### src/rtl/los_pkg.sv
// Shared constants and state encoding for the LOS packet loader and the
// telemetry buffer it feeds.
package los_pkg;

    // Control register bit patterns understood by the buffer block.
    localparam logic [31:0] LOS_CTRL_RESET = 32'h0000_0001;
    localparam logic [31:0] LOS_CTRL_SEND  = 32'h0000_0002;
    localparam logic [31:0] LOS_CTRL_IRQ   = 32'h0000_0004;

    // Header marker placed in the low half of RAM word 0.
    localparam logic [15:0] LOS_MAGIC = 16'hF00D;

    // Telemetry RAM address width (2048 words).
    localparam int LOS_BUF_AW = 11;

    // Payload words that fit between header (addr 0) and trailer.
    localparam int LOS_MAX_WORDS = (1 << LOS_BUF_AW) - 2;

    typedef enum logic [3:0] {
        ST_IDLE  = 4'd0,
        ST_CLR   = 4'd1,
        ST_CLRW  = 4'd2,
        ST_SEEK  = 4'd3,
        ST_DATA  = 4'd4,
        ST_TRL   = 4'd5,
        ST_HSEEK = 4'd6,
        ST_HDR   = 4'd7,
        ST_START = 4'd8,
        ST_WAIT  = 4'd9,
        ST_ACK   = 4'd10
    } los_state_e;

    // Header word: payload length in the high half, magic in the low half.
    function automatic logic [31:0] los_header(input logic [15:0] len,
                                               input logic [15:0] magic);
        return {len, magic};
    endfunction

endpackage

### src/rtl/los_packet_loader.sv
// LOS packet loader: takes a valid/ready stream of 32-bit payload words,
// frames it with a header at RAM address 0 and a two's-complement checksum
// trailer, and drives the buffer's control register through reset, send and
// interrupt acknowledge for each packet.
module los_packet_loader
    import los_pkg::*;
#(
    parameter int          MAX_WORDS = LOS_MAX_WORDS,
    parameter logic [15:0] MAGIC     = LOS_MAGIC
) (
    input  logic                  clk_i,
    input  logic                  rst_i,
    input  logic [31:0]           s_dat_i,
    input  logic                  s_valid_i,
    input  logic                  s_last_i,
    output logic                  s_ready_o,
    output logic                  buf_wr_o,
    output logic [31:0]           buf_dat_o,
    output logic [LOS_BUF_AW-1:0] buf_addr_o,
    output logic                  buf_addr_wr_o,
    output logic                  ctrl_wr_o,
    output logic [31:0]           ctrl_dat_o,
    input  logic                  interrupt_i,
    output logic                  busy_o,
    output logic                  overflow_o,
    output logic [15:0]           pkt_count_o
);

    localparam logic [15:0] MAX_LEN = 16'(MAX_WORDS);

    los_state_e            r_state;
    los_state_e            w_state_nxt;
    logic [15:0]           r_len;
    logic [31:0]           r_csum;
    logic                  r_ovf;
    logic [15:0]           r_pkt_cnt;
    logic                  r_s_ready;
    logic                  r_buf_wr;
    logic [31:0]           r_buf_dat;
    logic [LOS_BUF_AW-1:0] r_buf_addr;
    logic                  r_addr_wr;
    logic                  r_ctrl_wr;
    logic [31:0]           r_ctrl_dat;

    logic                  w_hs;
    logic                  w_pay_wr;
    logic [31:0]           w_csum_nxt;

    // A payload word is written in its handshake cycle; words beyond the
    // capacity are still accepted so the stream drains, but not stored.
    assign w_hs       = r_s_ready & s_valid_i;
    assign w_pay_wr   = w_hs & (r_len < MAX_LEN);
    assign w_csum_nxt = w_pay_wr ? (r_csum + s_dat_i) : r_csum;

    // Next-state decode for the packet sequence.
    always_comb begin
        // NOTE: default assignment first so no path leaves w_state_nxt unassigned (no latch).
        w_state_nxt = r_state;
        unique case (r_state)
            ST_IDLE:  if (s_valid_i) w_state_nxt = ST_CLR;
            ST_CLR:   w_state_nxt = ST_CLRW;
            ST_CLRW:  w_state_nxt = ST_SEEK;
            ST_SEEK:  w_state_nxt = ST_DATA;
            ST_DATA:  if (w_hs && s_last_i) w_state_nxt = ST_TRL;
            ST_TRL:   w_state_nxt = ST_HSEEK;
            ST_HSEEK: w_state_nxt = ST_HDR;
            ST_HDR:   w_state_nxt = ST_START;
            ST_START: w_state_nxt = ST_WAIT;
            ST_WAIT:  if (interrupt_i) w_state_nxt = ST_ACK;
            ST_ACK:   w_state_nxt = ST_IDLE;
            default:  w_state_nxt = ST_IDLE;
        endcase
    end

    // State, datapath and registered outputs; outputs are loaded with the
    // values belonging to the state being entered so they line up with it.
    always_ff @(posedge clk_i or posedge rst_i) begin
        if (rst_i) begin
            r_state    <= ST_IDLE;
            r_len      <= '0;
            r_csum     <= '0;
            r_ovf      <= 1'b0;
            r_pkt_cnt  <= '0;
            r_s_ready  <= 1'b0;
            r_buf_wr   <= 1'b0;
            r_buf_dat  <= '0;
            r_buf_addr <= '0;
            r_addr_wr  <= 1'b0;
            r_ctrl_wr  <= 1'b0;
            r_ctrl_dat <= '0;
        end else begin
            // NOTE: non-blocking assignments throughout so every register sees pre-edge values.
            r_state    <= w_state_nxt;
            r_s_ready  <= 1'b0;
            r_buf_wr   <= 1'b0;
            r_buf_dat  <= '0;
            r_buf_addr <= '0;
            r_addr_wr  <= 1'b0;
            r_ctrl_wr  <= 1'b0;
            r_ctrl_dat <= '0;

            if (w_state_nxt == ST_CLR) begin
                r_len  <= '0;
                r_csum <= '0;
                r_ovf  <= 1'b0;
            end else if (w_hs) begin
                if (w_pay_wr) begin
                    r_len  <= r_len + 16'd1;
                    r_csum <= w_csum_nxt;
                end else begin
                    r_ovf  <= 1'b1;
                end
            end

            unique case (w_state_nxt)
                ST_CLR: begin
                    r_ctrl_wr  <= 1'b1;
                    r_ctrl_dat <= LOS_CTRL_RESET;
                end
                ST_SEEK: begin
                    r_addr_wr  <= 1'b1;
                    r_buf_addr <= LOS_BUF_AW'(1);
                end
                ST_DATA: begin
                    r_s_ready  <= 1'b1;
                end
                ST_TRL: begin
                    // Trailer makes payload plus trailer sum to zero.
                    r_buf_wr   <= 1'b1;
                    r_buf_dat  <= 32'd0 - w_csum_nxt;
                end
                ST_HSEEK: begin
                    r_addr_wr  <= 1'b1;
                    r_buf_addr <= '0;
                end
                ST_HDR: begin
                    r_buf_wr   <= 1'b1;
                    r_buf_dat  <= los_header(r_len, MAGIC);
                end
                ST_START: begin
                    r_ctrl_wr  <= 1'b1;
                    r_ctrl_dat <= LOS_CTRL_SEND;
                end
                ST_ACK: begin
                    r_ctrl_wr  <= 1'b1;
                    r_ctrl_dat <= '0;
                    r_pkt_cnt  <= r_pkt_cnt + 16'd1;
                end
                default: ;
            endcase
        end
    end

    assign s_ready_o     = r_s_ready;
    assign buf_wr_o      = r_buf_wr | w_pay_wr;
    assign buf_dat_o     = w_pay_wr ? s_dat_i : r_buf_dat;
    assign buf_addr_o    = r_buf_addr;
    assign buf_addr_wr_o = r_addr_wr;
    assign ctrl_wr_o     = r_ctrl_wr;
    assign ctrl_dat_o    = r_ctrl_dat;
    assign busy_o        = (r_state != ST_IDLE);
    assign overflow_o    = r_ovf;
    assign pkt_count_o   = r_pkt_cnt;

endmodule
### config.mk
export PLATFORM = sky130hd
export DESIGN_NAME = los_packet_loader
export DESIGN_NICKNAME = d
export VERILOG_FILES = /design/src/rtl/los_pkg.sv /design/src/rtl/los_packet_loader.sv
export SDC_FILE = /design/constraint.sdc
export NUM_CORES = 1
export LEC_CHECK = 0
export ABC_AREA = 0
export ABC_CLOCK_PERIOD_IN_PS = 5900
export CAP_MARGIN = 10
export CORE_ASPECT_RATIO = 1.75
export CORE_UTILIZATION = 54
export CTS_CLUSTER_DIAMETER = 100
export DETAILED_ROUTE_END_ITERATION = 8
export GPL_ROUTABILITY_DRIVEN = 0
export PLACE_DENSITY = 0.81
export SYNTH_ARGS = -nofsm -noshare
export SYNTH_HDL_FRONTEND = slang
export SYNTH_SLANG_ARGS = --single-unit
### constraint.sdc
create_clock -name clk_i -period 5.9 [get_ports clk_i]
set_clock_uncertainty 0.1 [all_clocks]
set_input_delay 1.18 -clock clk_i [delete_from_list [all_inputs] [get_ports clk_i]]
set_output_delay 1.18 -clock clk_i [all_outputs]
set_load 0.05 [all_outputs]
=== Yosys cells after proc, flatten, opt, wreduce, memory -nomap -nowiden ===
Cells that the tools add are included.

* Flip-flop bits (word level): 148
* Memory bits (read-only): 0
* Bits of input ports: 37
* RAM bits: 0
* Memories kept: 0
* Bits in latches: 0
* Output and inout bits: 97
* Logic and storage cells: 70

* Multiply operators: 0
* Reductions and logical operators: 10
* Shift operators: 0
* $lt $le $gt $ge: 1
* Equal/unequal tests: 18
* Bitwise logic cells: 3
* Div/mod/pow operators: 0
* Add/subtract/negate cells: 4
* Multiplexer cells: 22

{| class="wikitable"
|+ Operator list
! kind !! number
|-
| two-way mux 32 bit || 5
|-
| one-hot mux 32 bit (2 select lines) || 1
|-
| two-way mux 16 bit || 3
|-
| one-hot mux 4 bit (10 select lines) || 1
|-
| adder 16 x 1 -> 16 bit, second input constant || 2
|-
| adder 32 bit || 1
|-
| equality test 4 x 3 -> 1 bit, second input constant || 8
|-
| subtractor 1 x 32 -> 32 bit, first input constant || 1
|-
| equality test 4 bit, second input constant || 4
|-
| less-than comparator 16 x 11 -> 1 bit, second input constant || 1
|-
| equality test 4 x 2 -> 1 bit, second input constant || 3
|-
| two-way mux 4 bit || 3
|-
| equality test 4 x 1 -> 1 bit, second input constant || 2
|-
| two-way mux 1 bit || 8
|-
| logical NOT 4 bit || 1
|-
| one-hot mux 2 bit (2 select lines) || 1
|-
| AND reduction 2 bit || 2
|-
| nonzero test 2 bit || 2
|-
| nonzero test 4 bit || 1
|-
| OR reduction 2 bit || 2
|-
| OR reduction 3 bit || 1
|-
| AND 1 bit || 2
|-
| inequality test 2 x 1 -> 1 bit, second input constant || 1
|-
| logical AND 1 bit || 1
|-
| OR 1 bit || 1
|}

=== Longest topological paths before layout ===
Gate-level depths: netlist of run 1.

* Depth in word-level cells: 7
* Depth in mapped cells: 19
* Depth with buffers taken out: 14

=== Least setup slack after synthesis of run 1 ===
OpenSTA, ideal clock, no wires.

* Kind: input-to-reg
* Start: in s_valid_i
* End: reg r_buf_dat[30]
* Setup time: 69 ps
* Buffers on the path: 6
* Stages: 19
* Arrival: 5333 ps
* Slack: 399 ps
* Required time: 5731 ps
* Cell sequence: and2_1 -> nand3_1 -> or2_1 -> clkbuf_1 -> buf_2 -> buf_2 -> buf_1 -> clkbuf_1 -> clkbuf_1 -> nor2_1 -> a21oi_1 -> ha_1 -> nand2_1 -> a211oi_2 -> nand4b_1 -> or3_4 -> or4_1 -> or4_1 -> nand3_1

* Cells in the longest elaborated chain, start to end: 6
* Elaborated cells on any way between the ends: 11
* Classes of those cells: add/sub (1); eq/ne (2); mux (5); bitwise (2); reduce/logical (1)

{| class="wikitable"
|+ Ends and longest elaborated chain
! item !! line !! RTL
|-
| start: declaration || los_packet_loader.sv:14 || <nowiki>input logic s_valid_i,</nowiki>
|-
| parallel branches: the longest is 5 deep, another holds subtractor 1 x 32 -> 32 bit || n/a ||
|-
| one-hot mux 32 bit (2 select lines) * || los_packet_loader.sv:115 || <nowiki>unique case (w_state_nxt)</nowiki>
|-
| end signal: assignment || los_packet_loader.sv:130 || <nowiki>r_buf_dat <= 32'd0 - w_csum_nxt;</nowiki>
|-
| end signal: assignment || los_packet_loader.sv:138 || <nowiki>r_buf_dat <= los_header(r_len, MAGIC);</nowiki>
|-
| end: declaration || los_packet_loader.sv:39 || <nowiki>logic [31:0] r_buf_dat;</nowiki>
|}

Mark *: on every way between the ends.
A chain may end at the register's enable or synchronous reset.

=== Worst setup path in the final report of run 1 ===
* Start: in s_dat_i[0]
* End: reg r_buf_dat[30]

* Cells in the longest elaborated chain, start to end: 4

{| class="wikitable"
|+ Ends and longest elaborated chain
! item !! line !! RTL
|-
| start: declaration || los_packet_loader.sv:13 || <nowiki>input logic [31:0] s_dat_i,</nowiki>
|-
| adder 32 bit || los_packet_loader.sv:53 || <nowiki>assign w_csum_nxt = w_pay_wr ? (r_csum + s_dat_i) : r_csum;</nowiki>
|-
| two-way mux 32 bit || los_packet_loader.sv:53 ||
|-
| subtractor 1 x 32 -> 32 bit || los_packet_loader.sv:130 ||
|-
| one-hot mux 32 bit (2 select lines) || los_packet_loader.sv:115 ||
|}

Every way passes these cells.

==> results of run 1 <==
[sequential cells by signal, summed over array words and instances (netlist names)]
name           cells
r_csum            32
r_state            4
buf_addr_o         1
r_buf_dat         32
pkt_count_o       16
ctrl_dat_o         2
r_len             16
ctrl_wr_o          1
buf_addr_wr_o      1
overflow_o         1
s_ready_o          1
r_buf_wr           1
[per-layer routing]
layer	up-vias	GRT usage (%)	share of wire, %
met1	3298	30.7	38
met3	68	3.81	4.3
met2	242	47.5	52
li1	3399	-	-
met5	-	0	0
met4	0	15.1	4.8
[cell families after synthesis]
group                      synth area share (%)
and+or+nand+nor                            26.7
xor gates and xnor gates                   7.16
muxes                                      1.32
DFF                                        35.1
AOI/OAI and AO/OA                          16.8
other                                    0.0487
buffers and inverters                      7.08
adders and majority gates                  5.78
[where the power goes]
part           leakage (nW)  internal, mW  switching, mW
Clock                 0.146         0.303          0.316
Combinational          2.52         0.814           1.43
Sequential             1.46         0.890          0.129
[cell type report]
class / count / share of cell area, %
timing repair buffer: 107 / 11.8
clock buffer: 9 / 2.51
clock inverter: 7 / 0.892
multi-input combinational: 777 / 51.4
tap: 177 / 2.47
sequential: 108 / 30.1
inverter: 19 / 0.822
[cell usage after synthesis (6+ instances only)]
library cell	number	share of area, %
nand2_1	177	8.6
dfrtp_1	108	35
nor2_1	84	4.1
o21ai_0	55	3.6
a21oi_1	49	3.2
buf_4	40	3.9
xnor2_1	35	4.0
ha_1	34	5.5
clkbuf_1	30	1.5
nor3_1	28	1.8
xor2_1	28	3.2
nand3_1	27	1.8
and2_1	21	1.7
inv_1	19	0.93
nand4_1	19	1.5
a21o_1	15	1.5
a211oi_1	11	1.1
and3_1	11	0.89
nor4_1	10	0.81
a31oi_1	9	0.73
mux2i_1	9	1.2
buf_1	7	0.34
o21a_1	7	0.68
or4_1	7	0.68
o211ai_1	6	0.58
or3_1	6	0.49
[through the flow]
| stage | area, sq um | utilization (%) | cells |
|---|---|---|---|
| final | 8980 | 64.5 | 1204 |
| after floorplan | 7850 | - | 988 |
| after global routing | 8980 | 64.5 | 1204 |
| after global placement | 8670 | 62.3 | 1188 |
| after CTS | 8980 | 64.5 | 1204 |
| after detailed placement | 8670 | 62.3 | 1188 |
[worst max-delay path by stage]
stage / endpoint / slack, ps / cells past startpoint
2_1_floorplan: r_buf_dat[30] / 400 / 19
3_3_place_gp: r_buf_dat[30] / 270 / 15
3_5_place_dp: r_buf_dat[30] / 150 / 15
4_1_cts: r_buf_dat[30] / 480 / 15
5_1_grt: r_buf_dat[30] / 220 / 15
6_report: r_buf_dat[30] / 400 / 15
==> results.json, run 1 <==
{
  "postSynth.asyncResetShare_pct": 100,
  "path_class": "primary input to flip-flop",
  "setup_tns_ps": 0,
  "wl_per_cell_um": 16.1,
  "cp_slowest_cell": "or4_1",
  "nets": 1094,
  "num_vias": 7007,
  "fillers": 1196,
  "max_stage_delay_ps": 580,
  "cts_buffers": 9,
  "reg2reg_to": "r_buf_dat[30]",
  "cts_max_level": 3,
  "ant_nets": 0,
  "whs_endpoint": "pkt_count_o[15]",
  "ys_types": 76,
  "route.detailed.drc": 0,
  "startpoint": "s_dat_i[0]",
  "synthCells": 949,
  "whs_ps": 382,
  "ff2ff_setup_slack_ps": 1340,
  "vdd_drop_max_v": 0.000224,
  "path_max_fanout": 4,
  "clk_path_buf_depth": 2,
  "ios": 134,
  "fin_crit_sh_pct": 93.1,
  "fmax_mhz": 182,
  "die_w_um": 92.3,
  "arrival_ps": 5690,
  "drt-total-wl_mm": 19.3,
  "die_h_um": 160,
  "final_common_cell": "nand2_1",
  "hp-start": "pkt_count_o[15]",
  "cp_top_family": "simple AND/OR/NAND/NOR gates",
  "antenna_found_initial": 0,
  "grt-ovfl-total": 0,
  "cts_tree": "built",
  "reg2reg_from": "r_csum[0]",
  "critPathBufInv": 2,
  "ctsResizeCount": 0,
  "total_power_mw": 3.88,
  "outcome": "finished, final reports clean",
  "hold_path_depth": 1,
  "yosysWarnings": 0,
  "core.rowCount": 57,
  "die_area_sq_um": 14800,
  "path_clk_slew_ps": 80,
  "groute.usage.overall_pct": 26.9,
  "crit_chain": "clkdlybuf4s50_1, ha_1, inv_1, fa_1, nor2b_1, o31ai_2, a21oi_1, nor3_1, a2111o_1, a211oi_2, nand4b_1, or3_4, or4_1, or4_1, nand3_1",
  "viasPerCell": 5.82,
  "cts-root-buf": "clkbuf_16",
  "finalSetupViolCount": 0,
  "dr.pass1.iters": 5,
  "num_antenna_cells": 0,
  "ys_seq_area_share_pct": 35.1,
  "critical_path_required_ps": 6090,
  "area_growth_pct": 16.5,
  "start_util_pct": 55.4,
  "rsz0062_at_grt": "no",
  "worst_pin_slew_ps": 935,
  "setup_ws_ps": 405,
  "numPortBuffers": 93,
  "multi_input_area_sq_um": 4610,
  "power_density_nw_per_um2": 433,
  "cp-start-kind": "primary input",
  "endpoint_kind": "flip-flop",
  "min_path_type": "flip-flop to flip-flop",
  "place_ws_ps": 148,
  "syn_area_per_cell_sq_um": 8.12,
  "grt_pass1_wl_mm": 32.0,
  "placeableCoreArea_sq_um": 13900,
  "seq_area_sq_um": 2700,
  "grt_max_degree": 74,
  "p_leak_nw": 4.12,
  "slew_viol_final": 0,
  "cts.hold.buffers_added": 0,
  "finalHoldViolCount": 0,
  "min_period_ps": 5500,
  "synth_seq_cells": 108,
  "relSlewSlack_pct": 37.7,
  "final_layout_size_suffix_gt1_share_pct": 5.65,
  "drt_iter0_drc": 493,
  "final_cell_mix": "nand2_1 (177), dfrtp_1 (108), clkdlybuf4s50_1 (93)",
  "clk_latency_ps": 360,
  "critPathMostFrequentCell": "or4_1",
  "cts_sinks": 108,
  "grt_pass1_vias": 6875,
  "synth_ff_type": "dfrtp_1",
  "maxCapViolations": 0,
  "post-cts-setup-buffers": 0,
  "synth.cell_area_sq_um": 7710,
  "reg2regPathDepth": 14,
  "post-dp-hpwl_mm": 14.3,
  "synth-edff-count": 0
}
Power figures use the tool's default switching activity.
==> inputs of run 2 (changes only) <==
--- a/config.mk
+++ b/config.mk
@@ -5,15 +5,15 @@
 export SDC_FILE = /design/constraint.sdc
 export NUM_CORES = 1
 export LEC_CHECK = 0
-export ABC_AREA = 0
 export ABC_CLOCK_PERIOD_IN_PS = 5900
 export CAP_MARGIN = 10
 export CORE_ASPECT_RATIO = 1.75
-export CORE_UTILIZATION = 54
+export CORE_UTILIZATION = 56
+export CTS_BUF_LIST = sky130_fd_sc_hd__clkbuf_8
 export CTS_CLUSTER_DIAMETER = 100
 export DETAILED_ROUTE_END_ITERATION = 8
 export GPL_ROUTABILITY_DRIVEN = 0
-export PLACE_DENSITY = 0.81
+export PLACE_DENSITY = 0.84
 export SYNTH_ARGS = -nofsm -noshare
 export SYNTH_HDL_FRONTEND = slang
 export SYNTH_SLANG_ARGS = --single-unit
==> results.json, run 2 (same netlist as run 1, synthesis figures left out) <==
{
  "ant_nets": 0,
  "min_period_ps": 5350,
  "finalHoldViolCount": 0,
  "total_power_mw": 3.69,
  "final_cell_mix": "nand2_1 (177), dfrtp_1 (108), clkdlybuf4s50_1 (93)",
  "multi_input_area_sq_um": 4610,
  "area_growth_pct": 14.5,
  "clkPwrFrac_pct": 11.9,
  "final_common_cell": "nand2_1",
  "power_density_nw_per_um2": 418,
  "p_seq_share_pct": 27.7,
  "groute.usage.overall_pct": 28.0,
  "drt_iter0_drc": 466,
  "seq_area_sq_um": 2700,
  "design_area_sq_um": 8820,
  "post-dp-hpwl_mm": 14.3,
  "relSlewSlack_pct": 40.6,
  "placeableCoreArea_sq_um": 13400,
  "critical_path_required_ps": 6130,
  "cts_tree": "built",
  "cp-start-kind": "primary input",
  "wl_per_cell_um": 16.0,
  "cts_max_level": 3,
  "clk_path_buf_depth": 2,
  "outcome": "finished, final reports clean",
  "grt_max_degree": 73,
  "fillers": 1168,
  "cts_buffers": 9,
  "die_h_um": 157,
  "worst_pin_slew_ps": 891,
  "comb_power_share_pct": 60.4,
  "rsz0062_at_grt": "no",
  "num_vias": 7079,
  "clk_latency_ps": 390,
  "finish.utilization_pct": 65.9,
  "cts.hold.buffers_added": 0,
  "num_antenna_cells": 0,
  "grt-ovfl-total": 0,
  "start_util_pct": 57.6,
  "viasPerCell": 5.90,
  "fmax_mhz": 187,
  "startpoint": "s_dat_i[0]",
  "dr.pass1.iters": 5,
  "path_class": "primary input to flip-flop",
  "setup_ws_ps": 554,
  "grt_pass1_vias": 7041,
  "die_area_sq_um": 14300,
  "dpl-instance-area_sq_um": 8640,
  "ios": 134,
  "core.rowCount": 56,
  "nets": 1092,
  "route.detailed.drc": 0,
  "die_w_um": 90.7,
  "setup_tns_ps": 0,
  "arrival_ps": 5580,
  "fin_crit_sh_pct": 90.6,
  "swShare_pct": 49.8,
  "endpoint_kind": "flip-flop",
  "slew_viol_final": 0,
  "path_max_fanout": 4,
  "final_layout_size_suffix_gt1_share_pct": 5.37,
  "drt-total-wl_mm": 19.2,
  "path_clk_slew_ps": 110,
  "cts_sinks": 108,
  "finalSetupViolCount": 0,
  "post-cts-setup-buffers": 0,
  "ctsResizeCount": 0,
  "reg2reg_from": "r_csum[0]",
  "maxCapViolations": 0,
  "antenna_found_initial": 0,
  "cts-root-buf": "clkbuf_8",
  "p_int_mw": 1.85,
  "vdd_drop_max_v": 0.000226,
  "grt_pass1_wl_mm": 32.4,
  "hp-start": "pkt_count_o[15]",
  "p_leak_nw": 4.06,
  "numPortBuffers": 93,
  "reg2regPathDepth": 14,
  "critPathCapture": "r_buf_dat[30]",
  "reg2reg_to": "r_buf_dat[30]",
  "top_regs": "r_buf_dat x32, r_csum x32",
  "power_switching_mw": 1.84,
  "place_ws_ps": 209,
  "min_path_type": "flip-flop to flip-flop",
  "ff2ff_setup_slack_ps": 1440
}
-- run 2: cell count changes in the layout (fill, tap and decap cells not counted) --
| cell | change |
|---|---|
| clkbuf_8 | +9 |
| inv_1 | +1 |
| inv_6 | +2 |
| clkinv_8 | -2 |
| buf_12 | -1 |
| inv_8 | -1 |
| clkbuf_16 | -9 |
| buf_4 | -1 |
-- run 2: worst min-delay path by stage --
stage	endpoint	slack [ps]	cells past startpoint
global route	pkt_count_o[15]	400	1
CTS	pkt_count_o[15]	390	1
global placement	pkt_count_o[15]	360	1
floorplan	r_buf_dat[27]	360	2
detailed placement	pkt_count_o[15]	370	1
finish	pkt_count_o[15]	390	1
-- run 2: worst max-delay path, stage by stage --
cell and delay (ps):
clkdlybuf4s50_1 490, ha_1 170, inv_1 50, fa_1 400, nor2b_1 230, o31ai_2 110, a21oi_1 340, nor3_1 130
a2111o_1 400, a211oi_2 390, nand4b_1 190, or3_4 380, or4_1 580, or4_1 420, nand3_1 90
-- run 2: layer usage --
layer	vias to the layer above	global-route usage, %	part of all wire [%]
li1	3390	-	-
met1	3341	30.3	37
met2	276	50.9	53
met3	72	3.82	5.0
met4	0	17.5	4.9
met5	-	0	0
-- run 2: final cells by class --
type	count	area share, %
clock inverters	7	0.652
well taps	174	2.47
multi-input cells	777	52.3
flip-flops and latches	108	30.6
inverters	19	0.837
repair buffers	105	11.7
clock buffers	9	1.40
-- run 2: per-stage QoR --
step	hold WS (ps)	std cells
finish	386	1199
global route	401	1199
CTS	390	1199
detailed placement	373	1183
global placement	363	1183
floorplan	364	988
-- run 2: power groups by stage --
stage          Sequential, mW  Combinational, mW  Clock (mW)
4_1_cts                  1.02               2.22       0.439
3_3_place_gp             1.03               2.16           0
6_report                 1.02               2.23       0.438
5_1_grt                  1.04               2.45       0.466
2_1_floorplan            1.05               1.66           0
3_5_place_dp             1.03               2.19           0
==> inputs of run 3 (changes only) <==
--- a/config.mk
+++ b/config.mk
@@ -7,13 +7,16 @@
 export LEC_CHECK = 0
 export ABC_CLOCK_PERIOD_IN_PS = 5900
 export CAP_MARGIN = 10
+export CELL_PAD_IN_SITES_DETAIL_PLACEMENT = 1
+export CELL_PAD_IN_SITES_GLOBAL_PLACEMENT = 1
 export CORE_ASPECT_RATIO = 1.75
-export CORE_UTILIZATION = 56
+export CORE_UTILIZATION = 41
 export CTS_BUF_LIST = sky130_fd_sc_hd__clkbuf_8
 export CTS_CLUSTER_DIAMETER = 100
 export DETAILED_ROUTE_END_ITERATION = 8
 export GPL_ROUTABILITY_DRIVEN = 0
-export PLACE_DENSITY = 0.84
+export MAX_ROUTING_LAYER = met4
+export PLACE_DENSITY_LB_ADDON = 0.1
 export SYNTH_ARGS = -nofsm -noshare
 export SYNTH_HDL_FRONTEND = slang
 export SYNTH_SLANG_ARGS = --single-unit
==> results.json, run 3 (same netlist as run 1, synthesis figures left out) <==
{
  "outcome": "finished, final reports clean",
  "grtUsageMet1_pct": 27.4,
  "finalSetupViolCount": 0,
  "dp_cells": 1253,
  "clk_path_buf_depth": 2,
  "busiest_layer": "met2",
  "slew_viol_final": 0,
  "ios": 134,
  "ant_nets": 0,
  "final_cell_mix": "nand2_1 (177), dfrtp_1 (108), clkdlybuf4s50_1 (93)",
  "post-dp-hpwl_mm": 17.2,
  "die_area_sq_um": 19400,
  "placeableCoreArea_sq_um": 18500,
  "hp-start": "pkt_count_o[15]",
  "path_clk_slew_ps": 120,
  "path_class": "primary input to flip-flop",
  "grt_pass1_wl_mm": 37.4,
  "cts_tree": "built",
  "min_period_ps": 5380,
  "cts_sinks": 108,
  "clk_latency_ps": 390,
  "grt-ovfl-total": 0,
  "endpoint_kind": "flip-flop",
  "groute.usage.overall_pct": 24.9,
  "crit_chain": "clkdlybuf4s50_1, ha_1, inv_1, fa_1, nor2b_1, o31ai_2, a21oi_1, nor3_1, a2111o_1, a211oi_2, nand4b_1, or3_4, or4_1, or4_1, nand3_1",
  "antenna_found_initial": 0,
  "area_growth_pct": 16.2,
  "power_switching_mw": 1.90,
  "comb_power_share_pct": 60.9,
  "post-cts-setup-buffers": 0,
  "top_regs": "r_buf_dat x32, r_csum x32",
  "reg2reg_to": "r_buf_dat[30]",
  "ctsResizeCount": 0,
  "grt_pass1_vias": 7337,
  "power_density_nw_per_um2": 421,
  "cts_max_level": 3,
  "min_path_type": "flip-flop to flip-flop",
  "cts.hold.buffers_added": 0,
  "cp_top_family": "simple AND/OR/NAND/NOR gates",
  "use_met2_pct": 47.8,
  "finalHoldViolCount": 0,
  "final_common_cell": "nand2_1",
  "maxCapViolations": 0,
  "drt_iter0_drc": 294,
  "final_layout_size_suffix_gt1_share_pct": 6.01,
  "ff2ff_setup_slack_ps": 1420,
  "core.rowCount": 66,
  "viasPerCell": 5.48,
  "die_w_um": 106,
  "reg2reg_from": "r_csum[0]",
  "die_h_um": 183,
  "drt-total-wl_mm": 22.5,
  "fillers": 2304,
  "clkPwrFrac_pct": 11.9,
  "start_util_pct": 41.7,
  "grt_max_degree": 51,
  "met3_usage_pct": 1.88,
  "whs_ps": 390,
  "wl_per_cell_um": 17.7,
  "max_stage_delay_ps": 550,
  "critPathBufInv": 2,
  "p_seq_share_pct": 27.2,
  "p_int_mw": 1.87,
  "cts_buffers": 9,
  "critPathMostFrequentCell": "or4_1",
  "setup_tns_ps": 0,
  "num_antenna_cells": 0,
  "cts-root-buf": "clkbuf_8",
  "whs_endpoint": "pkt_count_o[15]",
  "finish.utilization_pct": 48.4,
  "fin_crit_sh_pct": 91.2,
  "rsz0062_at_grt": "no",
  "critical_path_required_ps": 6140,
  "dr.pass1.iters": 4,
  "fmax_mhz": 186,
  "num_vias": 6958,
  "numPortBuffers": 93,
  "p_leak_nw": 4.09,
  "arrival_ps": 5610,
  "design_area_sq_um": 8950,
  "path_max_fanout": 4,
  "swShare_pct": 50.4,
  "fin_cells": 1269,
  "cp_slowest_cell": "or4_1",
  "cp-start-kind": "primary input",
  "worst_pin_slew_ps": 861,
  "vdd_drop_max_v": 0.000201,
  "relSlewSlack_pct": 42.5,
  "hold_path_depth": 1,
  "dpl-instance-area_sq_um": 8760,
  "nets": 1098,
  "reg2regPathDepth": 14,
  "route.detailed.drc": 0
}
## run 3: cell count changes in the layout (fill, tap and decap cells not counted)
cell / before / now
inv_8: 1 / 0
inv_1: 19 / 18
clkinv_8: 0 / 1
inv_2: 0 / 1
clkinvlp_4: 1 / 0
buf_4: 11 / 17
clkinv_4: 1 / 3
inv_6: 3 / 2
## run 3: stage by stage
stage                     worst slack, ps  power, mW
after CTS                             537       3.80
final                                 522       3.77
after global placement                200       3.31
after global routing                  318       4.06
after floorplan                       399       2.70
after detailed placement              155       3.33
## run 3: worst max path at each step
stage                          start       endpoint  cells after the start
final                     s_dat_i[0]  r_buf_dat[30]                     15
after floorplan            s_valid_i  r_buf_dat[30]                     19
after global routing      s_dat_i[0]  r_buf_dat[30]                     15
after detailed placement  s_dat_i[0]  r_buf_dat[30]                     15
after global placement    s_dat_i[0]  r_buf_dat[30]                     15
after CTS                  s_valid_i  buf_dat_o[12]                      9
## run 3: worst register-to-register path, cell delays in order (launching register included)
cell      delay, ps
dfrtp_1         380
ha_1            170
inv_1            60
fa_1            400
nor2b_1         240
o31ai_2         140
a21oi_1         390
nor3_1          140
a2111o_1        390
a211oi_2        380
nand4b_1        180
or3_4           400
or4_1           550
or4_1           410
nand3_1          90
## run 3: layer usage
layer  up-vias  wire, um
li1       3396         -
met1      3434      9300
met2       107     12400
met3        21       416
met4         0       357
met5         -         0
## run 3: area by class of cell
| type | count | area (sq um) | share of cell area, % |
|---|---|---|---|
| inverter | 19 | 73.8 | 0.825 |
| tap | 238 | 298 | 3.33 |
| multi-input combinational | 777 | 4610 | 51.5 |
| clock buffer | 9 | 124 | 1.38 |
| timing repair buffer | 111 | 1080 | 12.0 |
| sequential | 108 | 2700 | 30.2 |
| clock inverter | 7 | 63.8 | 0.713 |
## run 3: power groups by stage
stage	combinational, mW	sequential (mW)	clock (mW)
after floorplan	1.66	1.05	0
final	2.30	1.02	0.450
after detailed placement	2.29	1.04	0
after global routing	2.53	1.05	0.488
after CTS	2.31	1.03	0.466
after global placement	2.27	1.04	0
